--- src/rtl/unary_ops_decoder.sv ---
// Decoder for the unary-operator result bundle. It recovers vec and int from the
// redundant fields, cross-checks them, and counts bad bundles in a two-stage pipeline.
module unary_ops_decoder #(
    parameter int VEC_W = 8,
    parameter int INT_W = 32,
    parameter int CNT_W = 16
) (
    input  logic             clk,
    input  logic             rst_n,
    input  logic             in_valid,
    output logic             in_ready,
    input  logic [VEC_W-1:0] in_bit_not,
    input  logic             in_log_not,
    input  logic [INT_W-1:0] in_minus,
    input  logic [VEC_W-1:0] in_plus,
    input  logic [INT_W-1:0] in_preinc,
    input  logic [INT_W-1:0] in_postdec,
    input  logic             in_red_and,
    output logic             out_valid,
    input  logic             out_ready,
    output logic [VEC_W-1:0] out_vec,
    output logic [INT_W-1:0] out_int,
    output logic [4:0]       out_err,
    output logic [CNT_W-1:0] err_count,
    input  logic             clr_count
);

    // Valid/ready: a transfer happens on a rising edge where valid && ready.
    // A producer holds valid and its data until the transfer. Each stage is ready
    // when it is empty or when the stage after it is ready.
    logic             s1_valid_q;
    logic [VEC_W-1:0] s1_bit_not_q;
    logic             s1_log_not_q;
    logic [INT_W-1:0] s1_minus_q;
    logic [VEC_W-1:0] s1_plus_q;
    logic [INT_W-1:0] s1_preinc_q;
    logic [INT_W-1:0] s1_postdec_q;
    logic             s1_red_and_q;

    logic             s2_valid_q;
    logic [VEC_W-1:0] s2_vec_q;
    logic [INT_W-1:0] s2_int_q;
    logic [4:0]       s2_err_q;
    logic [CNT_W-1:0] err_count_q;

    logic             rdy1;
    logic             rdy2;
    logic [VEC_W-1:0] vec_d;
    logic [INT_W-1:0] int_d;
    logic [INT_W-1:0] int_inc;
    logic [4:0]       err_d;
    logic             cnt_inc;
    logic [CNT_W-1:0] err_count_d;

    assign rdy2     = !s2_valid_q || out_ready;
    assign rdy1     = !s1_valid_q || rdy2;
    assign in_ready = rdy1;

    // Negation and increment wrap modulo 2^INT_W, so -MIN and MAX+1 are legal.
    always_comb begin
        vec_d    = ~s1_bit_not_q;
        int_d    = '0 - s1_minus_q;
        int_inc  = int_d + INT_W'(1);
        err_d    = '0;
        err_d[0] = (s1_plus_q != vec_d);
        err_d[1] = (s1_log_not_q != !vec_d[0]);
        err_d[2] = (s1_preinc_q != int_inc);
        err_d[3] = (s1_postdec_q != int_inc);
        err_d[4] = (s1_red_and_q != &vec_d);
    end

    always_ff @(posedge clk or negedge rst_n) begin
        if (!rst_n) begin
            s1_valid_q   <= 1'b0;
            s1_bit_not_q <= '0;
            s1_log_not_q <= 1'b0;
            s1_minus_q   <= '0;
            s1_plus_q    <= '0;
            s1_preinc_q  <= '0;
            s1_postdec_q <= '0;
            s1_red_and_q <= 1'b0;
        end else if (rdy1) begin
            s1_valid_q <= in_valid;
            if (in_valid) begin
                s1_bit_not_q <= in_bit_not;
                s1_log_not_q <= in_log_not;
                s1_minus_q   <= in_minus;
                s1_plus_q    <= in_plus;
                s1_preinc_q  <= in_preinc;
                s1_postdec_q <= in_postdec;
                s1_red_and_q <= in_red_and;
            end
        end
    end

    always_ff @(posedge clk or negedge rst_n) begin
        if (!rst_n) begin
            s2_valid_q <= 1'b0;
            s2_vec_q   <= '0;
            s2_int_q   <= '0;
            s2_err_q   <= '0;
        end else if (rdy2) begin
            s2_valid_q <= s1_valid_q;
            if (s1_valid_q) begin
                s2_vec_q <= vec_d;
                s2_int_q <= int_d;
                s2_err_q <= err_d;
            end
        end
    end

    // Clear takes priority over a coincident increment.
    assign cnt_inc = s2_valid_q && out_ready && (s2_err_q != 5'd0);

    always_comb begin
        err_count_d = err_count_q;
        if (clr_count) begin
            err_count_d = '0;
        end else if (cnt_inc && (err_count_q != {CNT_W{1'b1}})) begin
            err_count_d = err_count_q + CNT_W'(1);
        end
    end

    always_ff @(posedge clk or negedge rst_n) begin
        if (!rst_n) begin
            err_count_q <= '0;
        end else begin
            err_count_q <= err_count_d;
        end
    end

    assign out_valid = s2_valid_q;
    assign out_vec   = s2_vec_q;
    assign out_int   = s2_int_q;
    assign out_err   = s2_err_q;
    assign err_count = err_count_q;

endmodule

--- config.mk ---
export PLATFORM = sky130hd
export DESIGN_NAME = unary_ops_decoder
export DESIGN_NICKNAME = d
export VERILOG_FILES = /design/src/rtl/unary_ops_decoder.sv
export SDC_FILE = /design/constraint.sdc
export NUM_CORES = 1
export LEC_CHECK = 0
export BUFFER_PORTS_ARGS = -buffer_cell sky130_fd_sc_hd__buf_2
export CAP_MARGIN = 20
export CORE_MARGIN = 5
export CORE_UTILIZATION = 50
export CTS_CLUSTER_SIZE = 28
export DETAILED_ROUTE_END_ITERATION = 10
export PLACE_DENSITY = 0.82
export SYNTH_ARGS = -nofsm -noshare
export SYNTH_HDL_FRONTEND = slang
export SYNTH_SLANG_ARGS = --single-unit
--- constraint.sdc ---
create_clock -name clk -period 4.6 [get_ports clk]
set_input_delay 1.38 -clock clk [delete_from_list [all_inputs] [get_ports clk]]
set_output_delay 1.38 -clock clk [all_outputs]
set_load 0.01 [all_outputs]
# Word-level counts from Yosys, hierarchy flattened
# Index checks and enable logic that the tools add are counted.
# W data, S select, Z words.
[totals] reg_bits=177 inputBits=119 word_cells=38
[classes] addsub=3 eq_ne=6 mux=2 n_bitwise=1 reduce_logical=13
[op_table] op="$ne A32 B32 Y1" n=2
[op_table] op="$add A32 B1 Y32 const B" n=1
[op_table] op="$mux W16" n=2
[op_table] op="$sub A1 B32 Y32 const A" n=1
[op_table] op="$add A16 B1 Y16 const B" n=1
[op_table] op="$ne A16 B16 Y1 const B" n=1
[op_table] op="$ne A8 B8 Y1" n=1
[op_table] op="$not A8 Y8" n=1
[op_table] op="$reduce_and A8 Y1" n=1
[op_table] op="$reduce_bool A5 Y1" n=1
[op_table] op="$reduce_and A2 Y1" n=2
[op_table] op="$logic_and A1 B1 Y1" n=3
[op_table] op="$logic_not A1 Y1" n=3
[op_table] op="$logic_or A1 B1 Y1" n=2
[op_table] op="$ne A1 B1 Y1" n=2
[op_table] op="$reduce_bool A2 Y1" n=1

# Longest topological paths before layout
# Gate-level depths: netlist (run 1).
[logic_depth] ltp_word=5 mapped_depth=15

# Worst setup path after synthesis (run 1)
# OpenSTA, ideal clock, no wires.
[synth_path] kind="register to register" startpoint="register s1_minus_q[0]" endpoint="register s2_err_q[2], in the netlist out_err[2]" t_arrival_ns=4.096 required_ns=4.467 setup_slack_ns=0.371 stages_incl_launch_ff=15 n_path_buf=2 period_less_slack_ns=4.229 path_cell_list="dfrtp_1 clkbuf_1 inv_1 ha_1 buf_2 nor2b_1 nand4_2 nor4_1 xor2_1 or4b_1 nor4_2 xor3_1 a2111oi_0 nand4_1 a2bb2oi_1"
[synth_between] elab_chain_len=3
[synth_rtl] item="start: declaration" line="34" text="logic [INT_W-1:0] s1_minus_q;"
[synth_rtl] item="start signal: assignment" line="87" text="s1_minus_q <= in_minus;"
[synth_rtl] item="$sub A1 B32 Y32" line="62" text="int_d = '0 - s1_minus_q;"
[synth_rtl] item="$add A32 B1 Y32" line="63" text="int_inc = int_d + INT_W'(1);"
[synth_rtl] item="$ne A32 B32 Y1" line="67" text="err_d[2] = (s1_preinc_q != int_inc);"
[synth_rtl] item="end signal: assignment" line="107" text="s2_err_q <= err_d;"
[synth_rtl] item="end: declaration" line="43" text="logic [4:0] s2_err_q;"
# No other way between the ends.
# A chain may end at the register's enable or synchronous reset.

# Worst setup path in the final report (run 1)
[layout_path] startpoint="register s1_minus_q[1]" endpoint="register s2_err_q[3], in the netlist out_err[3]"
[layout_between] elab_chain_len=3
[layout_rtl] item="$sub A1 B32 Y32" line="62"
[layout_rtl] item="$add A32 B1 Y32" line="63"
[layout_rtl] item="$ne A32 B32 Y1" line="68" text="err_d[3] = (s1_postdec_q != int_inc);"
# No other way between the ends.

==> reports/results.txt, run 1 <==
P&R area growth vs syn -> 20.0%
Leak -> 5.14 nW
Proportion of layout cells with a drive suffix above 1 -> 36.1%
RSZ-0062 raised after global routing -> false
Total gr overflow -> 0
Status -> completed
Maximum root-to-sink buffer count -> 2
Setup TNS -> 0 ns
Min-delay src -> out_int[27]
CP required -> 4.90 ns
Cell area after layout -> 12000 sq um
Vias in the first global route -> 7955
Via count -> 8137
CTS tree -> done
Count of nets after finishing -> 1239
Post-route setup slack -> 0.180 ns
Syn nets -> 1043
Synth Instances -> 921
Core ar. -> 19600 sq um
Avg Synthesized Cell Area -> 10.8 sq um
Antenna Nets Post-Route -> 0
Max_cap viols -> 0
Fin. Hold Viols -> 0
Post-route clock period utilization -> 96.1%
Htree depth -> 4
# DRC -> 0
Post-CTS Setup Bufs -> 0
Global-route wire length before repair -> 44.1 mm
Clock-pin slew on the worst setup and hold paths -> 0.07 ns
Final setup viols -> 0
Peak Freq -> 0.226 GHz
Placed cell area -> 11400 sq um
Antenna violations before repair -> 1
Critical path launch point type -> register
Inserted Diodes -> 0
Post-Route WL -> 28.1 mm
Critical Path End Type -> register
Largest net degree at the start of global routing -> 91
HPWL after detailed placement -> 21.7 mm
Synth unique cells -> 72
FF+latch count, synth -> 177
Fin. max-slew vios -> 0
Die ar. -> 22900 sq um
Tightest Hold Check Type -> reg2reg
Max-slew headroom -> 28.4%
Crit. Startpoint -> s1_minus_q[1]
Tmin final -> 4.42 ns
Register area share after synthesis -> 44.3%
Ys flop type -> dfrtp_1
Starting Density -> 51.0%
Post-synth EDFFs -> 0
Die Ht -> 151 um
Number of core rows -> 51
GRT Overall Usage -> 24.8%
Kind of critical path -> reg2reg
Power Dens Cells -> 401 nW/um^2
Clock sinks -> 177
Tot Pwr -> 4.81 mW
IR drop worst, VDD -> 0.245 mV
Crit Reg-Reg Startpoint -> s1_minus_q[1]
Final Wtd Congestion -> 0.992
Clk root buf -> clkbuf_16
TritonCTS buffer count -> 17
Router iterations before antenna repair -> 5
Clk_skew -> 0.00702 ns
Mean routed wirelength per cell -> 20.2 um
DIE WIDTH -> 151 um
Pre-CTS setup slack -> 0.289 ns
Cell area after synthesis -> 9990 sq um
Top Ports -> 182
Worst-margin pin slew -> 1.07 ns
Port buffer count -> 181
Crit path arrival time -> 4.72 ns
YS warnings -> 0
Async SR Flop Fraction -> 100%
Critical path fanouts, max -> 8
Initial drt markers -> 662
Via density -> 5.84
Clk Latency, worst-skew pair -> 0.43 ns
## cells by family (layout without fill, tap and decap cells)
logic type / Yosys count / count (layout) / synth area share (%)
xor+xnor: 118 / 118 / 11.8
simple gates: 313 / 313 / 18.5
buf+inv: 55 / 263 / 2.24
flops: 177 / 177 / 44.3
mux: 127 / 127 / 14.3
compound gates: 128 / 128 / 8.53
fa+ha+maj: 3 / 3 / 0.376
## metrics by stage
step                      utilization, %  instances  hold slack (ns)
final                               61.2       1394            0.472
after floorplan                        -        921            0.480
after CTS                           61.1       1394            0.481
after detailed placement            58.1       1363            0.466
after global placement              58.1       1363            0.459
after global routing                61.2       1394            0.503
## cell usage in the layout (no fill, tap or decap), drive strengths merged, types with 4 or more instances in the layout
cell	count
buf	219
dfrtp	177
mux2	123
nand2	77
xnor2	66
o21ai	49
nor2	45
xor2	42
nor4	30
nand4	26
nor3	24
or3	18
clkbuf	18
nand3	18
a21oi	17
inv	16
or4	10
and3	9
or2	9
nand3b	8
nor4b	8
a211o	7
and2	7
a31oi	7
xnor3	7
nand2b	6
o2111ai	6
and4	5
clkinv	5
nor2b	4
o31ai	4
o31a	4
mux2i	4
o211ai	4
a2111oi	4
a2bb2oi	4
## routing by layer
metal	wire length, um	GRT usage, %	up-vias
li1	-	-	3766
met1	12400	35.1	3981
met2	13300	40.0	353
met3	2120	4.52	35
met4	354	5.67	2
met5	13	0	-
## worst max-delay path, stage by stage (launching register included)
cell      delay (ns)
dfrtp_1         0.51
inv_1           0.11
ha_1            0.28
buf_4           0.19
o21bai_1        0.20
a311oi_1        0.42
a211oi_1        0.23
or4_4           0.59
nor4b_4         0.34
buf_4           0.22
buf_4           0.13
nand4b_1        0.21
xnor2_1         0.23
o221ai_1        0.15
nor4_1          0.35
a31oi_1         0.12
## synth_stat cells (3+ instances only)
cell,n,area (sq um)
a21oi_1,15,75.1
ha_1,3,37.5
clkbuf_1,31,116
a311oi_1,3,26.3
nand4_1,24,150
nor2_1,45,169
xnor2_1,66,578
nor4_1,23,144
nor4_2,6,75.1
and2_1,7,43.8
or4_4,3,33.8
mux2_2,123,1390
inv_1,13,48.8
nand3b_1,8,60.1
o31a_1,4,35.0
o21ai_0,48,240
xnor3_1,7,158
o2111ai_1,6,52.6
nand2_1,77,289
xor2_1,42,368
or2_2,8,50.1
nand2b_1,6,37.5
dfrtp_1,177,4430
o211ai_1,4,30.0
o31ai_1,4,30.0
nor4b_4,3,71.3
mux2i_1,4,40.0
and4_1,5,43.8
nand3_1,16,80.1
buf_1,6,22.5
a2bb2oi_1,4,35.0
a211o_1,7,61.3
and3_1,9,56.3
a211oi_1,3,22.5
a31oi_1,7,43.8
nor4b_1,4,35.0
a2111oi_0,4,35.0
xor3_1,3,71.3
nor3_1,22,110
nor2b_1,4,25.0
or4_1,7,52.6
or3_1,18,113
## path summary, 6_finish.rpt
check	slack, ns	to	cells after the start
setup / recovery	0.18	out_err[3]	15
hold / removal	0.47	out_int[27]	2
setup reg to reg	0.18	out_err[3]	15
hold reg to reg	0.47	out_int[27]	2
max in group asynchronous	2.82	out_int[28]	2
min in group asynchronous	0.99	out_vec[6]	1
## where the power goes
part | internal (mW) | switching (mW)
clock network | 0.824 | 0.650
registers | 1.80 | 0.249
logic | 0.613 | 0.673
total | 3.23 | 1.57
## final cells by class
type | count | area [sq um]
Sequential cell | 177 | 4430
Multi-Input combinational cell | 689 | 5360
Inverter | 13 | 48.8
Fill cell | 1599 | 7600
Tap cell | 265 | 332
Timing Repair Buffer | 219 | 1220
Clock inverter | 13 | 156
Clock buffer | 18 | 439
## flip-flops by register name, indices dropped and copies added, names as in the netlist
signal,count
s1_valid_q,1
out_vec,8
err_count,16
s1_minus_q,32
s1_bit_not_q,8
s1_log_not_q,1
s1_preinc_q,32
out_valid,1
out_err,5
s1_red_and_q,1
out_int,32
s1_postdec_q,32
s1_plus_q,8
## what timing repair did
| item | 4_1_cts | 5_1_grt |
|---|---|---|
| setup endpoints to repair | 0 | 1 |
| gates resized for setup | 0 | 2 |
| hold buffers | 0 | 0 |
(Power assumes the default switching activity.)
==> inputs of run 2 (changes only) <==
- ABC_AREA: default -> 1
==> run 2 against run 1 <==
Cell count rose by 37%. Register-to-register slack gained 1.1 ns. Critical path depth is 4 higher. Synthesized area grew 3.5%. Die area rose by 3.2%. Worst setup slack improved by 1.1 ns. Combinational power about the same. Highest routed layer is now met4.
==> reports/results.txt, run 2 <==
Status -> completed
Post-CTS Resized -> 0 (unchanged)
Total gr overflow -> 0 (unchanged)
Mean routed wirelength per cell -> 15.4 um (-23%)
Clk_skew -> 0.0154 ns (+0.00841 ns)
Proportion of layout cells with a drive suffix above 1 -> 19.7% (-16 points)
Htree depth -> 4 (unchanged)
Port buffer count -> 181 (unchanged)
Slowest-stage cell, CP -> dfrtp_1
Storage element area -> 4430 sq um (unchanged)
Fin. max-slew vios -> 0 (unchanged)
Clk Latency, worst-skew pair -> 0.45 ns (+0.02 ns)
Via count -> 9986 (+23%)
Tightest Hold Check Type -> reg2reg
TritonCTS buffer count -> 17 (unchanged)
Crit path arrival time -> 3.66 ns (-1.06 ns)
Via density -> 5.23 (-10%)
Largest net degree at the start of global routing -> 85 (-6.6%)
Post-CTS Setup Bufs -> 0 (unchanged)
Most common cell after layout, fill and taps aside -> nand2_1
Worst r2r path cells -> 19 (+4)
Filler cell count -> 1888 (+18%)
Post-Route WL -> 29.4 mm (+4.7%)
Worst-margin pin slew -> 0.760 ns (-0.315 ns)
Top cells by count, synth -> nand2_1, nor2_1, dfrtp_1
Initial drt markers -> 834 (+26%)
P&R area growth vs syn -> 17.6%
Avg Synthesized Cell Area -> 7.12 sq um (-34%)
Crit. Startpoint -> s1_minus_q[0]
Leak -> 6.15 nW (+20%)
RSZ-0062 raised after global routing -> false
Reg-to-reg endpoint -> out_err[2]
Critical path's largest stage delay -> 0.43 ns (-0.16 ns)
Critical path fanouts, max -> 13 (+5)
Critical Path End Type -> register
IR drop worst, VDD -> 0.276 mV (+13%)
Inserted Diodes -> 0 (unchanged)
Kind of critical path -> reg2reg
Crit Reg-Reg Startpoint -> s1_minus_q[0]
Tot Pwr -> 4.86 mW (+1.2%)
Hold-fix buffer count after cts -> 0 (unchanged)
Async SR Flop Fraction -> 100% (unchanged)
Post-route setup slack -> 1.27 ns (+1.09 ns)
Multi-input gate area -> 5180 sq um (-3.5%)
Leading post-synthesis cells by cell area -> dfrtp_1, nand2_1, nor2_1
YS warnings -> 0 (unchanged)
Top Ports -> 182 (unchanged)
Clk root buf -> clkbuf_16
HPWL after detailed placement -> 22.8 mm (+5.0%)
Worst path cell trace -> inv_2 -> ha_1 -> nand2_2 -> nor2_4 -> nand2_1 -> nand2_1 -> nand2_2 -> nor2_4 -> nand2_1 -> nor2_1 -> nand2_1 -> nor2_1 -> nand3_1 -> nand3_1 -> nand2_1 -> nor2_1 -> nand3_1 -> nor2_1 -> nor2_1
Vias in the first global route -> 9664 (+21%)
Count of nets after finishing -> 1747 (+41%)
Max-slew headroom -> 49.3% (+21 points)
Final Wtd Congestion -> 0.960 (-3.3%)
Router iterations before antenna repair -> 5 (unchanged)
Syn nets -> 1575 (+51%)
GRT Overall Usage -> 25.0% (+0.18 points)
Die ar. -> 23700 sq um (+3.2%)
Synth unique cells -> 37 (-49%)
Final setup viols -> 0 (unchanged)
Antenna Nets Post-Route -> 0 (unchanged)
Reg2reg setup slack -> 1.27 ns (+1.09 ns)
Maximum root-to-sink buffer count -> 2 (unchanged)
Most frequent cell after synthesis -> nand2_1
Clock-pin slew on the worst setup and hold paths -> 0.07 ns (about the same)
Clock sinks -> 177 (unchanged)
# DRC -> 0 (unchanged)
Max_cap viols -> 0 (unchanged)
CP required -> 4.92 ns (+0.02 ns)
Largest area contributor in the netlist -> dfrtp_1
Share of the synthesized area in the top cell type -> 42.8% (-1.5 points)
Commonest non-fill, non-tap cells in the layout -> nand2_1, nor2_1, buf_2, dfrtp_1, inv_1
DIE WIDTH -> 154 um (+1.6%)
Ys flop type -> dfrtp_1
Setup TNS -> 0 ns (unchanged)
Critical path launch point type -> register
Global-route wire length before repair -> 48.1 mm (+9.0%)
Peak Freq -> 0.300 GHz (+33%)
Worst Setup EP -> out_err[2]
Antenna violations before repair -> 0 (-1)
FF+latch count, synth -> 177 (unchanged)
Power Dens Cells -> 400 nW/um^2 (-0.24%)
Register area share after synthesis -> 42.8% (-1.5 points)
CTS tree -> done
Post-route clock period utilization -> 72.4% (-24 points)
Die Ht -> 154 um (+1.6%)
Post-synth EDFFs -> 0 (unchanged)
Synth Instances -> 1453 (+58%)
Starting Density -> 50.9% (-0.075 points)
Cell area after synthesis -> 10300 sq um (+3.5%)
Tmin final -> 3.33 ns (-1.09 ns)
Core ar. -> 20300 sq um (+3.6%)
Fin. Hold Viols -> 0 (unchanged)
Number of core rows -> 52 (+2.0%)
Pre-CTS setup slack -> 1.29 ns (+1.00 ns)
==> run 2: changes by cell type in the layout (fill, tap and decap cells not counted), moves of 20 or more <==
cell,before,now
a21oi_1,15,107
buf_4,36,4
inv_1,13,147
mux2_2,123,20
nand2_1,75,373
nand2_2,1,28
nand3_1,16,143
nor2_1,45,240
nor4_1,21,1
xnor2_1,66,2
xor2_1,42,10
==> run 2: stage by stage <==
stage | area [sq um] | std cells | utilization, % | hold WS [ns]
after global routing | 12200 | 1908 | 59.9 | 0.521
after detailed placement | 11500 | 1876 | 56.9 | 0.468
after floorplan | 10300 | 1453 | - | 0.461
after global placement | 11500 | 1876 | 56.9 | 0.462
after CTS | 12200 | 1908 | 59.9 | 0.486
final | 12200 | 1908 | 59.9 | 0.483
==> run 2: power by group <==
| group | internal (mW) | switching (mW) |
|---|---|---|
| Combinational | 0.446 | 0.830 |
| Sequential | 1.82 | 0.197 |
| Clock | 0.887 | 0.678 |
==> run 2: worst min path at each step <==
| stage | start | end | slack, ns | cells after the start |
|---|---|---|---|---|
| 2_1_floorplan | s1_bit_not_q[1] | out_vec[1] | 0.46 | 1 |
| 3_3_place_gp | out_int[20] | out_int[20] | 0.46 | 2 |
| 3_5_place_dp | out_int[4] | out_int[4] | 0.47 | 2 |
| 6_report | out_vec[5] | out_vec[5] | 0.48 | 2 |
| 5_1_grt | out_int[13] | out_int[13] | 0.52 | 2 |
| 4_1_cts | out_int[29] | out_int[29] | 0.49 | 2 |
==> run 2: logic make-up (layout without fill, tap and decap cells) <==
logic type / after synthesis / in the layout / share of synthesized area (%)
AO/OA/AOI/OAI: 175 / 175 / 8.76
XOR/XNOR: 12 / 12 / 1.02
adder cells (fa/ha/maj): 3 / 3 / 0.363
buffers and inverters: 194 / 379 / 7.19
flip-flops: 177 / 177 / 42.8
multiplexers: 20 / 20 / 2.18
AND/OR/NAND/NOR: 872 / 872 / 37.6
==> run 2: area by class of cell <==
type,instances,share of cell area (%)
clock buffer,20,3.67
clock inverter,12,1.41
inverter,159,4.91
multi-input combinational,1082,42.6
sequential,177,36.4
tap,270,2.78
timing repair buffer,188,8.24
==> run 2: worst max-delay path, delay by kind of cell, from the launching register on <==
| family | cells | cell delay (ns) |
|---|---|---|
| buf+inv | 1 | 0.17 |
| flops | 1 | 0.43 |
| simple gates | 17 | 2.30 |
| fa+ha+maj | 1 | 0.28 |
==> run 2: metal layers <==
metal	up-vias	global-route usage, %	wire length (um)
li1	5003	-	-
met1	4617	34.5	13100
met2	315	40.0	13600
met3	51	5.20	2050
met4	0	7.28	664
met5	-	0	0
